==> config.mk <==
export PLATFORM = sky130hd
export DESIGN_NAME = alarm_sequencer
export DESIGN_NICKNAME = d
export VERILOG_FILES = /design/src/rtl/alarm_sequencer.sv
export SDC_FILE = /design/constraint.sdc
export NUM_CORES = 1
export LEC_CHECK = 0
export ABC_CLOCK_PERIOD_IN_PS = 2400
export BUFFER_PORTS_ARGS = -buffer_cell sky130_fd_sc_hd__clkbuf_2
export CAP_MARGIN = 40
export CORE_MARGIN = 3
export CORE_UTILIZATION = 58
export CTS_BUF_LIST = sky130_fd_sc_hd__clkbuf_2
export DETAILED_ROUTE_END_ITERATION = 16
export GPL_TIMING_DRIVEN = 0
export PLACE_DENSITY = 0.77
export SLEW_MARGIN = 20
export SYNTH_ARGS = -nofsm -noshare
export SYNTH_HDL_FRONTEND = slang
export SYNTH_SLANG_ARGS = --single-unit
==> constraint.sdc <==
create_clock -name clk -period 2.4 [get_ports clk]
set_input_delay 0.36 -clock clk [delete_from_list [all_inputs] [get_ports clk]]
set_output_delay 0.36 -clock clk [all_outputs]
set_load 0.1 [all_outputs]
==> src/rtl/alarm_sequencer.sv <==
// -----------------------------------------------------------------------------
// alarm_sequencer
//   Intruder-alarm sequencer with an exit delay after arming, an entry delay
//   for the door zone, an instant window zone and a timed alarm that re-arms
//   itself when the sounding period runs out.
//
// Ports
//   clk      in   single clock, rising edge
//   rst      in   asynchronous active-high reset
//   arm      in   arm request (level)
//   disarm   in   disarm request (level, highest priority)
//   a        in   delayed-zone sensor (door), 1 = tripped
//   b        in   instant-zone sensor (window), 1 = tripped
//   q        out  alarm drive, 1 only in ALARM
//   q_bar    out  inverse of q
//   armed    out  1 in EXIT, ARMED, ENTRY or ALARM
//   tripped  out  sticky: ALARM entered since the last accepted arm
//   state    out  current state code
// -----------------------------------------------------------------------------
module alarm_sequencer #(
  parameter int EXIT_CYC  = 8,
  parameter int ENTRY_CYC = 4,
  parameter int ALARM_CYC = 16,
  parameter int CNT_W     = 8
) (
  input  logic       clk,
  input  logic       rst,
  input  logic       arm,
  input  logic       disarm,
  input  logic       a,
  input  logic       b,
  output logic       q,
  output logic       q_bar,
  output logic       armed,
  output logic       tripped,
  output logic [2:0] state
);

  localparam logic [2:0] S_DISARMED = 3'd0;
  localparam logic [2:0] S_EXIT     = 3'd1;
  localparam logic [2:0] S_ARMED    = 3'd2;
  localparam logic [2:0] S_ENTRY    = 3'd3;
  localparam logic [2:0] S_ALARM    = 3'd4;

  // Delays are loaded as N-1 so that the state is held for exactly N cycles.
  localparam logic [CNT_W-1:0] EXIT_LD  = CNT_W'(EXIT_CYC - 1);
  localparam logic [CNT_W-1:0] ENTRY_LD = CNT_W'(ENTRY_CYC - 1);
  localparam logic [CNT_W-1:0] ALARM_LD = CNT_W'(ALARM_CYC - 1);

  logic [2:0]       state_q, state_d;
  logic [CNT_W-1:0] cnt_q, cnt_d;
  logic             tripped_q, tripped_d;
  logic             cnt_zero_s;
  logic [CNT_W-1:0] cnt_dec_s;

  assign cnt_zero_s = (cnt_q == {CNT_W{1'b0}});
  // Only used while the counter is nonzero, so it never wraps.
  assign cnt_dec_s  = cnt_q - {{(CNT_W-1){1'b0}}, 1'b1};

  // State, delay counter and sticky trip flag registers.
  always_ff @(posedge clk or posedge rst) begin
    if (rst) begin
      state_q   <= S_DISARMED;
      cnt_q     <= {CNT_W{1'b0}};
      tripped_q <= 1'b0;
    end else begin
      state_q   <= state_d;
      cnt_q     <= cnt_d;
      tripped_q <= tripped_d;
    end
  end

  // Next-state logic; priority in every state is disarm > b > a > arm.
  always_comb begin
    state_d   = state_q;
    cnt_d     = cnt_q;
    tripped_d = tripped_q;
    case (state_q)
      S_DISARMED: begin
        if (arm && !disarm) begin
          state_d   = S_EXIT;
          cnt_d     = EXIT_LD;
          tripped_d = 1'b0;
        end else begin
          state_d = S_DISARMED;
        end
      end
      S_EXIT: begin
        if (disarm) begin
          state_d = S_DISARMED;
        end else if (cnt_zero_s) begin
          state_d = S_ARMED;
        end else begin
          cnt_d = cnt_dec_s;
        end
      end
      S_ARMED: begin
        if (disarm) begin
          state_d = S_DISARMED;
        end else if (b) begin
          state_d   = S_ALARM;
          cnt_d     = ALARM_LD;
          tripped_d = 1'b1;
        end else if (a) begin
          state_d = S_ENTRY;
          cnt_d   = ENTRY_LD;
        end else begin
          state_d = S_ARMED;
        end
      end
      S_ENTRY: begin
        if (disarm) begin
          state_d = S_DISARMED;
        end else if (b || cnt_zero_s) begin
          state_d   = S_ALARM;
          cnt_d     = ALARM_LD;
          tripped_d = 1'b1;
        end else begin
          cnt_d = cnt_dec_s;
        end
      end
      S_ALARM: begin
        if (disarm) begin
          state_d = S_DISARMED;
        end else if (cnt_zero_s) begin
          // Auto re-arm straight to ARMED; tripped stays set.
          state_d = S_ARMED;
        end else begin
          cnt_d = cnt_dec_s;
        end
      end
      default: begin
        // Unused codes recover to a safe state.
        state_d = S_DISARMED;
      end
    endcase
  end

  // Outputs decoded from registered state only.
  always_comb begin
    state   = state_q;
    tripped = tripped_q;
    q       = (state_q == S_ALARM);
    q_bar   = (state_q != S_ALARM);
    armed   = (state_q == S_EXIT) || (state_q == S_ARMED) ||
              (state_q == S_ENTRY) || (state_q == S_ALARM);
  end

endmodule

== Word-level counts from Yosys, hierarchy flattened ==
Index checks and enable logic that the tools add are counted.
Storage, ports and cells
  flip-flop bits (word level): 12
Cells by class
  eq/ne operators: 15
  $add $sub $neg: 1
  multiplexer cells: 24
  reduce and logical (&&, ||, !) cells: 14
Operators with widths (count)
  8-bit 2-to-1 mux: 8
  8-bit case mux with 4 select lines: 1
  3-bit 2-to-1 mux: 6
  2-bit != test (second input constant): 7
  3-bit case mux with 4 select lines: 1
  3-bit != test (second input constant): 3
  8-bit zero test: 1
  8-bit by 1-bit subtractor with 8-bit output (second input constant): 1
  1-bit 2-to-1 mux: 7
  7-bit AND reduction: 1
  3-bit by 2-bit == test with 1-bit output (second input constant): 2
  6-bit AND reduction: 1
  1-bit logical OR: 4
  4-bit nonzero test: 1
  3-bit by 1-bit == test with 1-bit output (second input constant): 1
  3-bit == test (second input constant): 1
  3-bit zero test: 1
  3-bit by 1-bit != test with 1-bit output (second input constant): 1
  1-bit case mux with 3 select lines: 1
  3-bit nonzero test: 1
  2-bit AND reduction: 1
  2-bit OR reduction: 1
  1-bit logical AND: 1
  1-bit zero test: 1

== Depth between registers and ports, before layout ==
Gate-level depths: netlist of the first run.
  depth after elaboration: 5
  gate-level depth with buffers: 8
  gate-level depth less buffers: 7

== Least setup slack after synthesis of the first run ==
No wires, ideal clock.
  kind: register to output
  from: register state_q[0] (netlist: state[0])
  to: output armed
  slack: -0.925 ns
  data arrival time: 2.965 ns
  path buffers: 1
  data required time: 2.040 ns
  cell stages (with the launch flop): 4
  cells stage by stage: dfrtp_1 buf_2 nor2_1 xnor2_1
Between the ends
  longest elaborated chain between the ends: 4
  elaborated cells between the ends (all ways): 7
  those cells by class: eq/ne: 4; reduce/logical: 3
Ends and longest elaborated chain
  start: declaration: RTL line 50  | logic [2:0] state_q, state_d;
  start signal: assignment: RTL line 67  | state_q <= state_d;
  3-bit by 1-bit == test with 1-bit output / 3-bit by 2-bit == test with 1-bit output (equally long branches): RTL line 145  | armed = (state_q == S_EXIT) || (state_q == S_ARMED) ||
  1-bit logical OR (2 in series): RTL line 145
  1-bit logical OR *: RTL line 146  | (state_q == S_ENTRY) || (state_q == S_ALARM);
  end: declaration: RTL line 34  | output logic armed,
Mark *: on every way between the ends. The rest lies on a longest branch, timed or not.

== Worst setup path in the final report of the first run ==
Same ends and word-level chain as after synthesis.

==> results of run 1 <==
routing by layer:
metal	part of all wire (%)	global-route usage, %
met4	1.1	7.02
met5	0	0
met3	5.6	3.95
met2	46	36.8
met1	48	30.1
through the flow:
step	total power [mW]	setup slack, ps	util (%)	std cells
floorplan	0.803	-21.7	-	101
global placement	0.890	380	72.8	128
detailed placement	0.907	358	72.8	128
CTS	1.01	38.7	74.1	132
global route	1.09	80.6	74.3	132
finish	1.01	192	74.3	132
Yosys cell counts (3+ instances only):
master / count / area share (%)
nor2b_1: 3 / 2.1
o21ai_1: 8 / 4.4
a22o_1: 4 / 3.9
dfrtp_1: 12 / 33
o21ai_0: 6 / 3.3
nand2_1: 5 / 2.1
nor4_1: 5 / 3.4
inv_1: 7 / 2.9
buf_6: 3 / 3.7
nor2_1: 7 / 2.9
a21oi_1: 3 / 1.7
flip-flops by register name, summed over array words and instances (netlist names):
signal,flops
state,3
tripped,1
cnt_q,8
final cells by class:
cell class | instances | area share (%)
Buffer | 6 | 4.99
Clock buffer | 3 | 1.46
Multi-Input combinational cell | 75 | 52.7
Clock inverter | 1 | 0.365
Sequential cell | 12 | 29.5
Tap cell | 15 | 1.83
Timing Repair Buffer | 12 | 5.85
Inverter | 8 | 3.29
cell families after synthesis:
| group | count (synthesis) | share of synthesized area, % |
|---|---|---|
| AOI/OAI and AO/OA | 35 | 28.0 |
| buffers and inverters | 14 | 8.95 |
| adders and majority gates | 2 | 2.75 |
| DFF | 12 | 33.1 |
| xor gates and xnor gates | 2 | 1.93 |
| and+or+nand+nor | 36 | 25.3 |
power groups by stage:
stage	Sequential (mW)	Clock (mW)	Combinational [mW]
after detailed placement	0.286	0	0.621
after floorplan	0.359	0	0.443
after global routing	0.287	0.122	0.679
after global placement	0.283	0	0.607
final	0.282	0.106	0.624
after CTS	0.281	0.109	0.623
path summary, 6_finish.rpt:
path	end	slack [ps]	cells after the start
worst max-delay path	armed	190	4
worst min-delay path	cnt_q[0]$_DFFE_PP0P_	50	2
worst max register to register	cnt_q[2]$_DFFE_PP0P_	330	6
worst min register to register	cnt_q[5]$_DFFE_PP0P_	550	1
max in group asynchronous	state[1]$_DFFE_PP0P_	2010	2
min in group clk	tripped$_DFFE_PP0P_	310	2
==> summary.md, run 1 <==
| Metric | Value |
|---|---|
| Worst EP arrival | 1850 ps |
| Die Height | approximately 46 microns |
| Pwr per Cell Area | 984 mW/mm^2 |
| Post-route ant nets | 0 |
| CTS buffer count | 3 |
| Setup tns final | 0 ps |
| Worst setup startpoint | state[0]$_DFFE_PP0P_ |
| Internal | 0.496 mW |
| Most frequent cells in the layout | 14 x clkbuf_2, 10 x dfrtp_1, 8 x o21ai_1 |
| Routed wire length | 1950 microns |
| Worst-path cell chain | buf_2, nor2_2, xnor2_2, clkbuf_2 |
| Sequential area share after synthesis | 33.1% |
| Die X | 45.6 microns |
| Clock power frac | 10.5% |
| Ports | 13 |
| Share of cells above drive strength 1 | a little under a third |
| Most common cell after layout, fill and taps aside | clkbuf_2 |
| Worst-path clk slew | approximately 120 ps |
| CP endpoint kind | output port |
| Sw Share | about half |
| Status | complete, no violations |
| CTS Hold Buffers Added | 0 |
| Netlist cell types | 41 |
| Post-Syn Instances | between 100 and 150 |
| Clock sinks | 12 |
| Max IR drop VDD | 563 uV |
| Skew final | 7.59 ps |
| Fillcell total | about 110 |
| Mapped cell area | 908 sq um |
| Area post-placement | 0.00101 sq mm |
| Placed wire-length estimate | 1480 microns |
| Via density | 6.26 |
| Buf+Inv Stages, Crit Path | 2 |
| Worst-path fanout max | 10 |
| DR pass1 iterations | 5 |
| Comb power frac | 61.7% |
| Vias | 826 |
| WHS | 51.9 ps |
| CP Launch Type | flip-flop |
| H-tree depth | 1 |
| Fin crit share | between 90% and 100% |
| Gr usage total | 22.6% |
| Pin count of the biggest net entering global routing | 13 |
| Wirelength per Cell | 14.8 microns |
| Drc violations | 0 |
| P_sw | 0.515 mW |
| CP top delay family | buffers and inverters |
| Unrepaired setup endpoints after global routing | false |
| Core area | 0.00138 sq mm |
| Syn nets | between 100 and 150 |
| Multi-input logic area | 542 sq um |
| Synth Flop Type | dfrtp_1 |
| First-pass GRT wire length | 3420 microns |
| Drt first-iter violations | 30 |
| Max_cap viols | 0 |
| Postcts setup bufs | 0 |
| Seq pwr share | 27.9% |
| Die ar. | 0.00208 sq mm |
| Max Freq | 453 MHz |
| Leakage | 0.459 nW |
| Post-cts sizing count | 0 |
| Slowest CP cell | clkbuf_2 |
| Skew-Pair Late Insertion Delay | 270 ps |
| Hold WC Path Type | input pin to async pin |
| Least-Margin Pin Slew | 563 ps |
| Critical path class | flip-flop to output port |
| Final instance area | 0.00103 sq mm |
| Port buffer count | 12 |
| CTS tree | yes |
| Seq cells post-synth | 12 |
| YS warnings | 0 |
| Fraction of registers with async set/reset | 100% |
| Initial Util | 65.7% |
| Slowest stage delay, CP | 480 ps |
| Vias in the first global route | 768 |
| P&R area growth vs syn | 13.1% |
| Final setup fails | 0 |
| Rows | 13 |
| Initial antenna violation count | 0 |
| Slew Limit Fails | 0 |
| Clk root buf | clkbuf_2 |
| Max transition margin | 62.1% |
| Worst reg2reg path startpoint | state[1]$_DFFE_PP0P_ |
| Clock Tree Buf Depth | 2 |
| GP Congestion | 0.891 |
| EDFF count, synth | 0 |
| Final hold vios | 0 |
| CP required | 2040 ps |
| Synth Area per Inst | 8.99 sq um |
| Diode count | 0 |
| Final Critical Period | around 2200 ps |
| Storage element area | 303 sq um |
| Grt total ovfl | 0 |
| Post-layout nets | 126 |
Note: power is estimated with default switching activity, not from simulation.
==> run 2, diff against run 1 <==
--- a/config.mk
+++ b/config.mk
@@ -5,15 +5,15 @@
 export SDC_FILE = /design/constraint.sdc
 export NUM_CORES = 1
 export LEC_CHECK = 0
-export ABC_CLOCK_PERIOD_IN_PS = 2400
+export ABC_CLOCK_PERIOD_IN_PS = 2750
 export BUFFER_PORTS_ARGS = -buffer_cell sky130_fd_sc_hd__clkbuf_2
 export CAP_MARGIN = 40
 export CORE_MARGIN = 3
-export CORE_UTILIZATION = 58
+export CORE_UTILIZATION = 62
 export CTS_BUF_LIST = sky130_fd_sc_hd__clkbuf_2
 export DETAILED_ROUTE_END_ITERATION = 16
 export GPL_TIMING_DRIVEN = 0
-export PLACE_DENSITY = 0.77
+export PLACE_DENSITY = 0.81
 export SLEW_MARGIN = 20
 export SYNTH_ARGS = -nofsm -noshare
 export SYNTH_HDL_FRONTEND = slang
==> constraint.sdc (replaced) <==
create_clock -name clk -period 2.75 [get_ports clk]
set_input_delay 0.4125 -clock clk [delete_from_list [all_inputs] [get_ports clk]]
set_output_delay 0.4125 -clock clk [all_outputs]
set_load 0.1 [all_outputs]
==> run 2 against run 1 <==
Against the previous run: routed wire length increased by 7.5%; count of clock-buffer cells in the layout did not move; cell area is 0.73% lower.
==> summary.md, run 2 (synthesis results as in run 1) <==
| Metric | Value |
|---|---|
| Gr usage total | 24.3% (+1.7 points) |
| Worst reg2reg path startpoint | state[2]$_DFFE_PP0P_ |
| CP endpoint kind | output port |
| Die Height | 44.3 microns (-2.9%) |
| Max Freq | 417 MHz |
| Placed wire-length estimate | 1550 microns (+4.4%) |
| Unrepaired setup endpoints after global routing | false |
| Fillcell total | 106 (-6.2%) |
| Wirelength per Cell | 15.9 microns (+7.5%) |
| Post-layout nets | 126 (unchanged) |
| Post-route ant nets | 0 (unchanged) |
| Skew final | 10.1 ps (+2.49 ps) |
| P_sw | 0.459 mW (-11%) |
| Final setup fails | 0 (unchanged) |
| End of the worst register-to-register path | cnt_q[2]$_DFFE_PP0P_ |
| Final setup margin | 355 ps (+163 ps) |
| CP Launch Type | flip-flop |
| Port buffer count | 12 (unchanged) |
| Largest register FFs | 8 (unchanged) |
| Most frequent cells in the layout | 15 x clkbuf_2, 10 x dfrtp_1, 8 x o21ai_1, 7 x nor2_1 |
| Routed wire length | 2100 microns (+7.5%) |
| Power Total | 0.891 mW (-12%) |
| Status | complete, no violations |
| Worst setup startpoint | state[0]$_DFFE_PP0P_ |
| Initial antenna violation count | 0 (unchanged) |
| Hold WC Path Type | input pin to async pin |
| Vias | 840 (+1.7%) |
| Post-cts sizing count | 0 (unchanged) |
| Internal | 0.432 mW (-13%) |
| Pwr per Cell Area | 874 mW/mm^2 (-11%) |
| Slew Limit Fails | 0 (unchanged) |
| Grt total ovfl | 0 (unchanged) |
| CP required | 2340 ps (+300 ps) |
| Placed cells | 128 (unchanged) |
| Fin crit share | a little under 90% |
| GP Congestion | 0.861 (-3.3%) |
| CTS tree | yes |
| Worst EP arrival | 1980 ps (+130 ps) |
| Max_cap viols | 0 (unchanged) |
| Comb power frac | 61.4% (-0.3 points) |
| Clock sinks | 12 (unchanged) |
| H-tree depth | 1 (unchanged) |
| Drc violations | 0 (unchanged) |
| Critical path class | flip-flop to output port |
| WHS | 89.4 ps (+37.5 ps) |
| DR pass1 iterations | 4 (-1) |
| Max IR drop VDD | 566 uV (+0.55%) |
| Seq pwr share | 27.6% (-0.3 points) |
| Worst-path clk slew | 130 ps (about the same) |
| Vias in the first global route | 783 (+2.0%) |
| Final Critical Period | 2400 ps |
| Via density | 6.36 (+1.7%) |
| Final hold vios | 0 (unchanged) |
| Skew-Pair Late Insertion Delay | 290 ps (+20 ps) |
| Setup tns final | 0 ps (unchanged) |
| Initial Util | 68.1% (+2.4 points) |
| Rows | 13 (unchanged) |
| Final non-filler cell total | 132 (unchanged) |
| Clk root buf | clkbuf_2 |
| Setup slack, reg-to-reg | 650 ps (+320 ps) |
| First-pass GRT wire length | 3480 microns (+1.8%) |
| Pin count of the biggest net entering global routing | 13 (unchanged) |
| Die ar. | 0.00196 sq mm (-5.6%) |
| Path depth of the worst reg2reg path | 6 (unchanged) |
| Drt first-iter violations | 37 (+23%) |
| CTS buffer count | 3 (unchanged) |
| Dpl ws | 686 ps (+328 ps) |
| CP endpoint | q |
| Most common cell after layout, fill and taps aside | clkbuf_2 |
| Postcts setup bufs | 0 (unchanged) |
| Share of cells above drive strength 1 | 30.8% (-0.85 points) |
| P&R area growth vs syn | 12.3% |
| Die X | 44.3 microns (-2.9%) |
| Worst-path fanout max | 10 (unchanged) |
| Clock power frac | 11.0% (+0.5 points) |
| Clock Tree Buf Depth | 2 (unchanged) |
| Diode count | 0 (unchanged) |
| Least-Margin Pin Slew | 613 ps (+49.5 ps) |
| Sw Share | 51.5% (+0.54 points) |
| Biggest register | cnt_q |
| Leakage | 0.452 nW (-1.4%) |
| CTS Hold Buffers Added | 0 (unchanged) |
| Core area | 0.00133 sq mm (-3.5%) |
| Max transition margin | 58.8% (-3.3 points) |
| Ports | 13 (unchanged) |
-- run 2: how the worst min path moves through the flow --
| stage | to | slack, ps | cells past startpoint |
|---|---|---|---|
| after floorplan | cnt_q[0]$_DFFE_PP0P_ | 280 | 1 |
| after global placement | cnt_q[2]$_DFFE_PP0P_ | 420 | 2 |
| after detailed placement | cnt_q[3]$_DFFE_PP0P_ | 430 | 2 |
| after CTS | cnt_q[3]$_DFFE_PP0P_ | 100 | 2 |
| after global routing | cnt_q[7]$_DFFE_PP0P_ | 110 | 2 |
| final | cnt_q[3]$_DFFE_PP0P_ | 90 | 2 |
-- run 2: cell type report --
cell class | count | area (sq um) | area share [%]
well taps | 15 | 18.8 | 1.84
repair buffers | 12 | 60.1 | 5.89
flip-flops and latches | 12 | 303 | 29.7
clock buffers | 3 | 15.0 | 1.47
clock inverters | 1 | 3.75 | 0.368
inverters | 8 | 33.8 | 3.31
multi-input cells | 75 | 534 | 52.4
plain buffers | 6 | 51.3 | 5.03
-- run 2: per-stage QoR --
stage	cell area, sq um	util [%]
global route	1020	76.5
CTS	1020	76.5
global placement	1000	75.0
detailed placement	1000	75.0
finish	1020	76.5
floorplan	922	-
-- run 2: per-layer routing --
layer	track usage (%)	vias up	routed length [microns]
met3	4.88	5	154
met5	0	-	0
met2	40.4	45	1030
met1	30.1	382	882
li1	-	408	-
met4	10.8	0	36
-- run 2: worst max-delay path, cell delays in order, from the launching register on --
cell	delay [ps]
dfrtp_2	460
buf_2	200
nor2_1	310
nand2_2	170
clkinvlp_4	110
clkbuf_2	450
-- run 2: power by group through the flow --
stage | clock network [mW] | logic (mW) | registers (mW)
3_5_place_dp | 0 | 0.540 | 0.250
2_1_floorplan | 0 | 0.385 | 0.313
5_1_grt | 0.108 | 0.589 | 0.251
3_3_place_gp | 0 | 0.527 | 0.247
6_report | 0.0983 | 0.547 | 0.246
4_1_cts | 0.101 | 0.543 | 0.246
